<file path="src/rtl/if_id_skid_stage.sv">
// IF/ID pipeline register with valid/ready handshake and a two-entry skid buffer.
// All outputs, including ready_o, are driven straight from flops.
module if_id_skid_stage #(
  parameter int          WIDTH     = 32,
  parameter logic [31:0] NOP_INSTR = 32'h0000_0000
) (
  input  logic             clk_i,
  input  logic             reset_i,
  input  logic             flush_i,
  input  logic             valid_i,
  output logic             ready_o,
  input  logic [WIDTH-1:0] instr_i,
  input  logic [WIDTH-1:0] pc_plus4_i,
  output logic             valid_o,
  input  logic             ready_i,
  output logic [WIDTH-1:0] instr_o,
  output logic [WIDTH-1:0] pc_plus4_o,
  output logic [1:0]       occupancy_o
);

  localparam logic [WIDTH-1:0] NOP = WIDTH'(NOP_INSTR);

  typedef enum logic [1:0] {EMPTY, BUSY, FULL} state_t;

  state_t           state;
  logic [WIDTH-1:0] skid_instr, skid_pc;
  logic             in_fire, out_fire;

  assign in_fire  = valid_i & ready_o;
  assign out_fire = valid_o & ready_i;

  always_ff @(posedge clk_i or posedge reset_i) begin
    if (reset_i) begin
      state       <= EMPTY;
      instr_o     <= NOP;
      pc_plus4_o  <= '0;
      skid_instr  <= '0;
      skid_pc     <= '0;
      valid_o     <= 1'b0;
      ready_o     <= 1'b1;
      occupancy_o <= 2'd0;
    end else if (flush_i) begin
      // Skid contents are left alone; they become unreachable once state is EMPTY.
      state       <= EMPTY;
      instr_o     <= NOP;
      pc_plus4_o  <= '0;
      valid_o     <= 1'b0;
      ready_o     <= 1'b1;
      occupancy_o <= 2'd0;
    end else begin
      case (state)
        EMPTY: begin
          if (in_fire) begin
            state       <= BUSY;
            instr_o     <= instr_i;
            pc_plus4_o  <= pc_plus4_i;
            valid_o     <= 1'b1;
            occupancy_o <= 2'd1;
          end
        end
        BUSY: begin
          if (in_fire && out_fire) begin
            instr_o    <= instr_i;
            pc_plus4_o <= pc_plus4_i;
          end else if (in_fire) begin
            state       <= FULL;
            skid_instr  <= instr_i;
            skid_pc     <= pc_plus4_i;
            ready_o     <= 1'b0;
            occupancy_o <= 2'd2;
          end else if (out_fire) begin
            state       <= EMPTY;
            instr_o     <= NOP;
            pc_plus4_o  <= '0;
            valid_o     <= 1'b0;
            occupancy_o <= 2'd0;
          end
        end
        FULL: begin
          // ready_o is low here, so only the output side can move.
          if (out_fire) begin
            state       <= BUSY;
            instr_o     <= skid_instr;
            pc_plus4_o  <= skid_pc;
            ready_o     <= 1'b1;
            occupancy_o <= 2'd1;
          end
        end
        default: begin
          state       <= EMPTY;
          instr_o     <= NOP;
          pc_plus4_o  <= '0;
          valid_o     <= 1'b0;
          ready_o     <= 1'b1;
          occupancy_o <= 2'd0;
        end
      endcase
    end
  end

endmodule

</file>
<file path="config.mk">
export PLATFORM = sky130hd
export DESIGN_NAME = if_id_skid_stage
export DESIGN_NICKNAME = d
export VERILOG_FILES = /design/src/rtl/if_id_skid_stage.sv
export SDC_FILE = /design/constraint.sdc
export NUM_CORES = 1
export LEC_CHECK = 0
export CAP_MARGIN = 20
export CORE_MARGIN = 2
export CORE_UTILIZATION = 35
export DETAILED_ROUTE_END_ITERATION = 6
export GPL_TIMING_DRIVEN = 0
export PLACE_DENSITY = 0.62
export SLEW_MARGIN = 5
export SYNTH_ARGS = -nofsm -noshare
export SYNTH_HDL_FRONTEND = slang
export SYNTH_SLANG_ARGS = --single-unit
</file>
<file path="constraint.sdc">
create_clock -name clk_i -period 3.8 [get_ports clk_i]
set_input_delay 0.57 -clock clk_i [delete_from_list [all_inputs] [get_ports clk_i]]
set_output_delay 0.57 -clock clk_i [all_outputs]
set_load 0.005 [all_outputs]
</file>
Yosys cells after proc, flatten, opt, wreduce, memory -nomap -nowiden --
Cells that the tools add are included. Widths: inputs -> output; s select.
Storage, ports and cells: bits in registers 132, input port bits 69, output and inout bits 68, logic and storage cells 61
Operators by class: equal/unequal tests 13, multiplexer cells 30, bitwise logic cells 4, reduce and logical (&&, ||, !) cells 7
Operators by type and width (count):
- $mux 32 | 10
- $pmux 32 s3 | 2
- $ne 3x3->1 const B | 6
- $reduce_and 4->1 | 4
- $mux 2 | 6
- $ne 4x4->1 const B | 3
- $mux 1 | 9
- $pmux 1 s3 | 2
- $pmux 2 s3 | 1
- $reduce_and 5->1 | 1
- $ne 2x2->1 const B | 2
- $and 1x1->1 | 2
- $eq 2x1->1 const B | 1
- $eq 2x2->1 const B | 1
- $logic_not 2->1 | 1
- $not 1->1 | 2
- $logic_and 1x1->1 | 1

Logic depth before layout (Yosys ltp) --
Gate-level depths: netlist of the first run.
depth in word-level cells 6, gate-level depth with buffers 7

Worst setup path after synthesis of the first run --
OpenSTA, ideal clock, no wires.
path type register to register, from register state[1], to register skid_instr[0], library setup time 125 ps, data arrival time 1571 ps, setup slack 2104 ps, cell stages (with the launch flop) 7, period minus slack after synthesis 1696 ps, path through dfrtp_1 > buf_4 > and3b_1 > and3_4 > buf_8 > buf_12 > mux2_4
On the way: longest elaborated chain between the ends 2
RTL lines:
- start, declared | RTL line 25 | state_t state;
- start signal, assigned | RTL line 34 | state <= EMPTY;
- start signal, assigned | RTL line 44 | state <= EMPTY;
- start signal, assigned | RTL line 54 | state <= BUSY;
- $eq 2x1->1 | RTL line 51 | case (state)
- $reduce_and 4->1 (no source line)
- end signal, assigned | RTL line 67 | skid_instr <= instr_i;
- end, declared | RTL line 26 | logic [WIDTH-1:0] skid_instr, skid_pc;
No other way between the ends. A chain may end at the register's enable or synchronous reset.

Worst setup path after layout of the first run --
from input ready_i, to register pc_plus4_o[0]
On the way: longest elaborated chain between the ends 5, elaborated cells on any way between the ends 9
RTL lines:
- start, declared | RTL line 15 | input logic ready_i,
- $and 1x1->1 (*) | RTL line 30 | assign out_fire = valid_o & ready_i;
- $logic_and 1x1->1 | RTL line 62 | if (in_fire && out_fire) begin
- $mux 32 | RTL line 62
- $pmux 32 s3 | RTL line 51
- $mux 32 | RTL line 42 | end else if (flush_i) begin
- end signal, assigned | RTL line 56 | pc_plus4_o <= pc_plus4_i;
- end signal, assigned | RTL line 64 | pc_plus4_o <= pc_plus4_i;
- end signal, assigned | RTL line 84 | pc_plus4_o <= skid_pc;
- end, declared | RTL line 17 | output logic [WIDTH-1:0] pc_plus4_o,
Mark *: on every way between the ends. The rest lies on a longest branch, timed or not.

==> results.json, run 1 <==
{
  "setup_viol": 0,
  "drt_first_iter_violations": 148,
  "min_period_over_period": 0.572,
  "cp_slowest_stage_delay_ns": 0.57,
  "clk_path_buf_depth": 2,
  "arrival_ns": 2.49,
  "worst-setup-path-type": "primary input to flip-flop",
  "grt_start_max_net_pins": 42,
  "syn_to_final_growth_pct": 39.8,
  "yosysTopAreaCell": "dfrtp_1",
  "synthesis.instances": 390,
  "critical_path_buf_inv_count": 2,
  "htreeDepth": 4,
  "slowest_stage": "clkdlybuf4s50_1",
  "via_per_inst": 5.17,
  "tns_ns": 0,
  "postCtsSetupBuffers": 0,
  "worstSetupEndpointType": "flip-flop",
  "cap_viol_max_count": 0,
  "grt_pass1_vias": 4386,
  "fin_nets": 617,
  "cts_tree": "built",
  "ios": 137,
  "fin_skew_ns": 0.00515,
  "ys_warn_count": 0,
  "coreArea_sq_um": 16000,
  "drc_errors": 0,
  "cp.required_ns": 4.12,
  "rows": 46,
  "drv_slew": 0,
  "synth.net_count": 459,
  "drtAntennaViolNets": 0,
  "grt_overflow": 0,
  "clock_latency_ns": 0.40,
  "die_area_sq_um": 17600,
  "final_area_sq_um": 8080,
  "routed_wl_mm": 14.4,
  "grt_antenna_before_repair": 0,
  "syn_area_per_cell_sq_um": 14.8,
  "gp_congestion": 0.778,
  "finalHoldViolCount": 0,
  "max_freq_ghz": 0.460,
  "die_y_um": 133,
  "vias": 4015,
  "ys_ff_latch": 132,
  "maxSlewHeadroom": 0.530,
  "wl_per_cell_um": 18.6,
  "cts_hold_buf": 0,
  "cts_resized": 0,
  "synth_area_leaders": "dfrtp_1 57%, mux2_4 16%, o2bb2ai_1 9.7%",
  "crit_path_start_kind": "primary input",
  "cpLargestDelayFamily": "buffers and inverters",
  "path_cells": "clkdlybuf4s50_1 > nand4_1 > a21oi_2 > buf_2 > a22oi_1 > o2bb2ai_1",
  "syn_area_sq_um": 5780,
  "yosysUniqueCellTypes": 32,
  "status": "completed",
  "p_leak_nw": 3.48,
  "n_antenna_cell": 0,
  "ir_drop_mv": 0.314,
  "rsz0062_at_grt": "no",
  "hold_path.class": "flip-flop to flip-flop",
  "dp_hpwl_mm": 9.79,
  "worst_pin_slew_ns": 0.703,
  "synth_top_cell_area_share": 0.567,
  "root_buffer": "clkbuf_16",
  "period_needed_ns": 2.18,
  "powerDensity_nw_per_um2": 629,
  "clk_pin_slew_ns": 0.06,
  "numCtsBuffers": 17,
  "grt_pass1_wl_mm": 23.9,
  "ys_seq_area_frac": 0.572,
  "critPathMaxFanout": 10,
  "cts_sinks": 132,
  "placed_cell_area_sq_um": 7480,
  "drive_gt1_frac": 0.239,
  "grtUsageTotal": 0.172,
  "die_w_um": 133,
  "port_buffers": 136,
  "drt_first_pass_iters": 4,
  "start_util": 0.361
}
power by group:
part / total [mW] / internal, mW / switching (mW)
combinational: 1.30 / 0.833 / 0.467
sequential: 2.10 / 1.85 / 0.259
clock: 1.68 / 1.08 / 0.593
total: 5.08 / 3.76 / 1.32
Yosys cell counts, drive strengths merged:
| cell type | n |
|---|---|
| inv | 2 |
| nor2b | 2 |
| nand2 | 4 |
| nand3b | 1 |
| buf | 34 |
| o21bai | 1 |
| clkbuf | 1 |
| o2bb2ai | 64 |
| and2 | 1 |
| o21ai | 2 |
| nor3 | 3 |
| dfstp | 1 |
| o21a | 1 |
| and3b | 1 |
| dfrtp | 131 |
| nor2 | 2 |
| o22a | 1 |
| nand4 | 1 |
| mux2 | 64 |
| and3 | 1 |
| a21oi | 5 |
| a32o | 1 |
| a22oi | 64 |
| a21boi | 2 |
cell usage in the layout (no fill, tap or decap), types with 5 or more instances in the layout:
cell,count
clkdlybuf4s50_1,136
dfrtp_1,131
a22oi_1,64
o2bb2ai_1,64
mux2_4,60
buf_2,18
clkbuf_16,17
buf_12,9
buf_4,8
clkbuf_1,5
state kept, by name, indices dropped and copies added, names as in the netlist:
name / flops
pc_plus4_o: 32
skid_pc: 32
ready_o: 1
skid_instr: 32
instr_o: 32
state: 2
valid_o: 1
routing by layer:
metal  global-route usage  share of wire
met1                0.225           0.45
met2                0.276           0.49
met3               0.0460          0.049
met4               0.0579          0.014
met5                    0              0
final timing paths:
check | start | end | slack, ns | cells after the start
worst max-delay path | ready_i | pc_plus4_o[0]$_DFFE_PP0P_ | 1.62 | 6
worst min-delay path | instr_o[18]$_DFFE_PP0P_ | instr_o[18]$_DFFE_PP0P_ | 0.49 | 1
worst max register to register | state[0]$_DFFE_PP0P_ | pc_plus4_o[0]$_DFFE_PP0P_ | 1.81 | 6
worst min register to register | instr_o[18]$_DFFE_PP0P_ | instr_o[18]$_DFFE_PP0P_ | 0.49 | 1
max in group asynchronous | reset_i | skid_pc[4]$_DFFE_PP0P_ | 2.34 | 4
min in group asynchronous | reset_i | skid_pc[18]$_DFFE_PP0P_ | 0.62 | 2
metrics by stage:
step	setup slack (ns)	power, mW	hold WS (ns)	cells	utilization
CTS	1.67	5.13	0.491	777	0.505
global route	1.53	5.35	0.500	777	0.505
finish	1.62	5.08	0.490	777	0.505
floorplan	1.59	2.91	0.479	390	-
detailed placement	1.25	3.42	0.473	745	0.467
global placement	0.422	3.37	0.472	742	0.463
area by class of cell:
class                      instances  area [sq um]
clock inverter                     8           124
inverter                           2          11.3
clock buffer                      24           482
fill                            1381          7920
tap                              216           270
timing repair buffer             139          1420
buffer                            35           300
multi-input combinational        221          2170
sequential                       132          3300
logic make-up after synthesis:
family | count (synthesis) | synth area share
AO/OA/AOI/OAI | 141 | 0.196
multiplexers | 64 | 0.164
flip-flops | 132 | 0.572
buffers and inverters | 37 | 0.0532
AND/OR/NAND/NOR | 16 | 0.0156
Power figures use the tool's default switching activity.
==> inputs of run 2 (changes only) <==
==> constraint.sdc (replaced) <==
create_clock -name clk_i -period 1.9 [get_ports clk_i]
set_input_delay 0.285 -clock clk_i [delete_from_list [all_inputs] [get_ports clk_i]]
set_output_delay 0.285 -clock clk_i [all_outputs]
set_load 0.005 [all_outputs]
==> results.json, run 2 (synthesis gave the netlist of run 1 again) <==
{
  "htreeDepth": 4,
  "cpLargestDelayFamily": "buffers and inverters",
  "dp_hpwl_mm": 9.79,
  "fin_ws_ns": 0.0791,
  "path_cells": "buf_4 > and3b_2 > and3_4 > buf_8 > buf_12 > mux2_4",
  "drtAntennaViolNets": 0,
  "worstSetupEndpointType": "flip-flop",
  "syn_to_final_growth_pct": 40.5,
  "crit_path_start_kind": "flip-flop",
  "tns_ns": 0,
  "clk_pin_slew_ns": 0.06,
  "utilization": 0.508,
  "cp.depth": 6,
  "drc_errors": 0,
  "hold_path.class": "primary input to async pin",
  "placed_cell_area_sq_um": 7480,
  "grt_antenna_before_repair": 0,
  "die_y_um": 133,
  "rows": 46,
  "grt_overflow": 0,
  "min_period_over_period": 0.958,
  "reg2reg_slack_ns": 0.08,
  "die_w_um": 133,
  "grtUsageTotal": 0.172,
  "status": "completed",
  "grt_pass1_vias": 4396,
  "n_antenna_cell": 0,
  "critical_path_buf_inv_count": 3,
  "numCtsBuffers": 17,
  "drt_first_iter_violations": 160,
  "critPathMaxFanout": 10,
  "post-place-ws_ns": -0.366,
  "setup_viol": 0,
  "routed.top_layer": "met4",
  "cp_slowest_stage_delay_ns": 0.37,
  "ir_drop_mv": 0.617,
  "cts_hold_buf": 0,
  "fin_cells": 778,
  "worst-setup-path-type": "flip-flop to flip-flop",
  "grt_pass1_wl_mm": 24.0,
  "routed_wl_mm": 14.5,
  "final_area_sq_um": 8120,
  "fin_skew_ns": 0.00477,
  "r2r_start": "state[1]$_DFFE_PP0P_",
  "p_leak_nw": 3.49,
  "cts_tree": "built",
  "wl_per_cell_um": 18.6,
  "grt_start_max_net_pins": 42,
  "maxSlewHeadroom": 0.527,
  "period_needed_ns": 1.82,
  "met3_wirelength_um": 736,
  "clock_latency_ns": 0.40,
  "root_buffer": "clkbuf_16",
  "arrival_ns": 2.10,
  "coreArea_sq_um": 16000,
  "wl_met1_mm": 6.49,
  "vias": 4027,
  "max_freq_ghz": 0.549,
  "cap_viol_max_count": 0,
  "gp_congestion": 0.778,
  "clk_path_buf_depth": 2,
  "slowest_stage": "dfrtp_1",
  "r2r_end": "skid_instr[21]$_DFFE_PP0P_",
  "powerDensity_nw_per_um2": 1260,
  "drive_gt1_frac": 0.244,
  "cts_sinks": 132,
  "ios": 137,
  "port_buffers": 136,
  "cp.required_ns": 2.18,
  "cp-startpoint": "state[1]$_DFFE_PP0P_",
  "start_util": 0.361,
  "die_area_sq_um": 17600,
  "drt_first_pass_iters": 4,
  "mostFrequentLayoutCells": "136 x clkdlybuf4s50_1, 131 x dfrtp_1, 64 x a22oi_1, 64 x o2bb2ai_1, 60 x mux2_4",
  "met2_length_mm": 7.01,
  "holdWs_ns": 0.336,
  "worst_pin_slew_ns": 0.708,
  "r2r_cells": 6,
  "placed_cells": 745,
  "total_power_mw": 10.2,
  "finalHoldViolCount": 0,
  "fin_nets": 618,
  "via_per_inst": 5.18,
  "drv_slew": 0,
  "final_common_cell": "clkdlybuf4s50_1",
  "rsz0062_at_grt": "no"
}
run 2: changes by cell type in the layout (fill, tap and decap cells not counted), sizes merged:
cell / previous run / this run
buf: 37 / 38
run 2: how the worst max path moves through the flow:
stage,end,slack [ns]
after floorplan,instr_o[0]$_DFFE_PP0P_,-0.02
after global placement,instr_o[19]$_DFFE_PP0P_,-1.19
after detailed placement,pc_plus4_o[0]$_DFFE_PP0P_,-0.37
after CTS,pc_plus4_o[0]$_DFFE_PP0P_,0.03
after global routing,pc_plus4_o[0]$_DFFE_PP0P_,0.001
final,skid_instr[21]$_DFFE_PP0P_,0.08
run 2: layout make-up:
type / instances / area [sq um]
plain buffers: 35 / 300
clock buffers: 24 / 482
clock inverters: 8 / 124
fillers: 1377 / 7880
inverters: 2 / 11.3
multi-input cells: 221 / 2190
flip-flops and latches: 132 / 3300
well taps: 216 / 270
repair buffers: 140 / 1440
run 2: report_power, final:
group	switching, mW	internal (mW)	leakage [nW]
Sequential	0.520	3.69	1.69
Combinational	0.941	1.69	1.50
Clock	1.19	2.17	0.290
run 2: what timing repair did:
action,CTS,global route
pin swaps,0,2
hold endpoints to repair,0,0
gates resized for setup,2,2
buffers inserted,0,1
setup endpoints to repair,60,99
run 2: metal layers:
metal,global-route usage,up-vias
li1,-,1824
met1,0.223,2074
met2,0.280,112
met3,0.0460,17
met4,0.0579,0
met5,0,-
==> inputs of run 3 (changes only) <==
--- a/config.mk
+++ b/config.mk
@@ -11,6 +11,7 @@
 export DETAILED_ROUTE_END_ITERATION = 6
 export GPL_TIMING_DRIVEN = 0
 export PLACE_DENSITY = 0.62
+export SKIP_CTS_REPAIR_TIMING = 1
 export SLEW_MARGIN = 5
 export SYNTH_ARGS = -nofsm -noshare
 export SYNTH_HDL_FRONTEND = slang
==> results.json, run 3 (synthesis gave the netlist of run 1 again) <==
{
  "die_y_um": 133,
  "cp.required_ns": 2.18,
  "grt_pass1_wl_mm": 23.9,
  "p_comb_frac": 0.257,
  "crit_path_start_kind": "flip-flop",
  "holdWs_ns": 0.339,
  "vias": 4026,
  "rows": 46,
  "port_buffers": 136,
  "setup_viol": 0,
  "fin_nets": 619,
  "clock_latency_ns": 0.40,
  "worst-setup-path-type": "flip-flop to flip-flop",
  "fin_skew_ns": 0.00512,
  "mostFrequentLayoutCells": "136 x clkdlybuf4s50_1, 131 x dfrtp_1, 64 x a22oi_1, 64 x o2bb2ai_1, 60 x mux2_4",
  "fin_cells": 779,
  "drt_first_pass_iters": 4,
  "period_needed_ns": 1.85,
  "drt_first_iter_violations": 138,
  "cts_tree": "built",
  "drive_gt1_frac": 0.242,
  "swShare": 0.260,
  "gp_congestion": 0.778,
  "total_power_mw": 10.2,
  "dp_hpwl_mm": 9.79,
  "ios": 137,
  "cpLargestDelayFamily": "buffers and inverters",
  "n_antenna_cell": 0,
  "power_frac_seq": 0.413,
  "root_buffer": "clkbuf_16",
  "die_area_sq_um": 17600,
  "arrival_ns": 2.14,
  "cap_viol_max_count": 0,
  "p_leak_nw": 3.49,
  "die_w_um": 133,
  "ir_drop_mv": 0.629,
  "drv_slew": 0,
  "cts_sinks": 132,
  "via_per_inst": 5.17,
  "htreeDepth": 4,
  "r2r_cells": 6,
  "grt_antenna_before_repair": 0,
  "critPathMaxFanout": 10,
  "clk_pin_slew_ns": 0.06,
  "grt_start_max_net_pins": 42,
  "grt_overflow": 0,
  "coreArea_sq_um": 16000,
  "drc_errors": 0,
  "p_clk_frac": 0.329,
  "placed_cells": 745,
  "slowest_stage": "dfrtp_1",
  "cp-startpoint": "state[1]$_DFFE_PP0P_",
  "critical_path_buf_inv_count": 3,
  "r2r_start": "state[1]$_DFFE_PP0P_",
  "start_util": 0.361,
  "numCtsBuffers": 17,
  "reg2reg_slack_ns": 0.05,
  "wl_per_cell_um": 18.6,
  "powerDensity_nw_per_um2": 1260,
  "finalHoldViolCount": 0,
  "r2r_end": "skid_instr[21]$_DFFE_PP0P_",
  "maxSlewHeadroom": 0.524,
  "status": "completed",
  "worstSetupEndpointType": "flip-flop",
  "grt_pass1_vias": 4386,
  "grtUsageTotal": 0.172,
  "hold_path.class": "primary input to async pin",
  "min_period_over_period": 0.976,
  "p_switching_mw": 2.65,
  "drtAntennaViolNets": 0,
  "max_freq_ghz": 0.539,
  "post-place-ws_ns": -0.366,
  "path_cells": "buf_4 > and3b_1 > and3_4 > buf_8 > buf_12 > mux2_4",
  "final_common_cell": "clkdlybuf4s50_1",
  "routed_wl_mm": 14.5,
  "clk_path_buf_depth": 2,
  "p_int_mw": 7.54,
  "syn_to_final_growth_pct": 40.3,
  "fin_ws_ns": 0.0455,
  "cp_slowest_stage_delay_ns": 0.37,
  "worst_pin_slew_ns": 0.712
}
==> run 3: stage by stage <==
stage               instance area, sq um  setup TNS, ns   util
floorplan                           5780          -2.80      -
global placement                    7420        -184.13  0.463
detailed placement                  7480         -31.67  0.467
CTS                                 8080          -6.21  0.505
global route                        8110         -0.398  0.507
finish                              8110              0  0.507
==> run 3: area by class of cell <==
type	instances	area, sq um
Clock inverter	8	124
Timing Repair Buffer	141	1440
Sequential cell	132	3300
Tap cell	216	270
Buffer	35	300
Clock buffer	24	482
Multi-Input combinational cell	221	2180
Inverter	2	11.3
Fill cell	1381	7890
==> run 3: power groups by stage <==
stage	registers, mW	clock network [mW]	logic [mW]
detailed placement	4.21	0	2.63
finish	4.21	3.36	2.62
global placement	4.19	0	2.54
global route	4.31	3.57	2.84
floorplan	4.11	0	1.70
CTS	4.21	3.42	2.64
==> run 3: worst max path at each step <==
stage                                            end  slack [ns]  cells past startpoint
after floorplan               instr_o[0]$_DFFE_PP0P_       -0.02                      1
after global placement       instr_o[19]$_DFFE_PP0P_       -1.19                      2
after detailed placement   pc_plus4_o[0]$_DFFE_PP0P_       -0.37                      6
after CTS                  pc_plus4_o[0]$_DFFE_PP0P_       -0.14                      6
after global routing       skid_instr[7]$_DFFE_PP0P_       -0.02                      6
final                     skid_instr[21]$_DFFE_PP0P_        0.05                      6
==> run 3: routing by layer <==
metal | GRT usage | wire length, um
met5 | 0 | 0
met3 | 0.0460 | 729
met2 | 0.276 | 7050
met4 | 0.0579 | 216
met1 | 0.225 | 6490
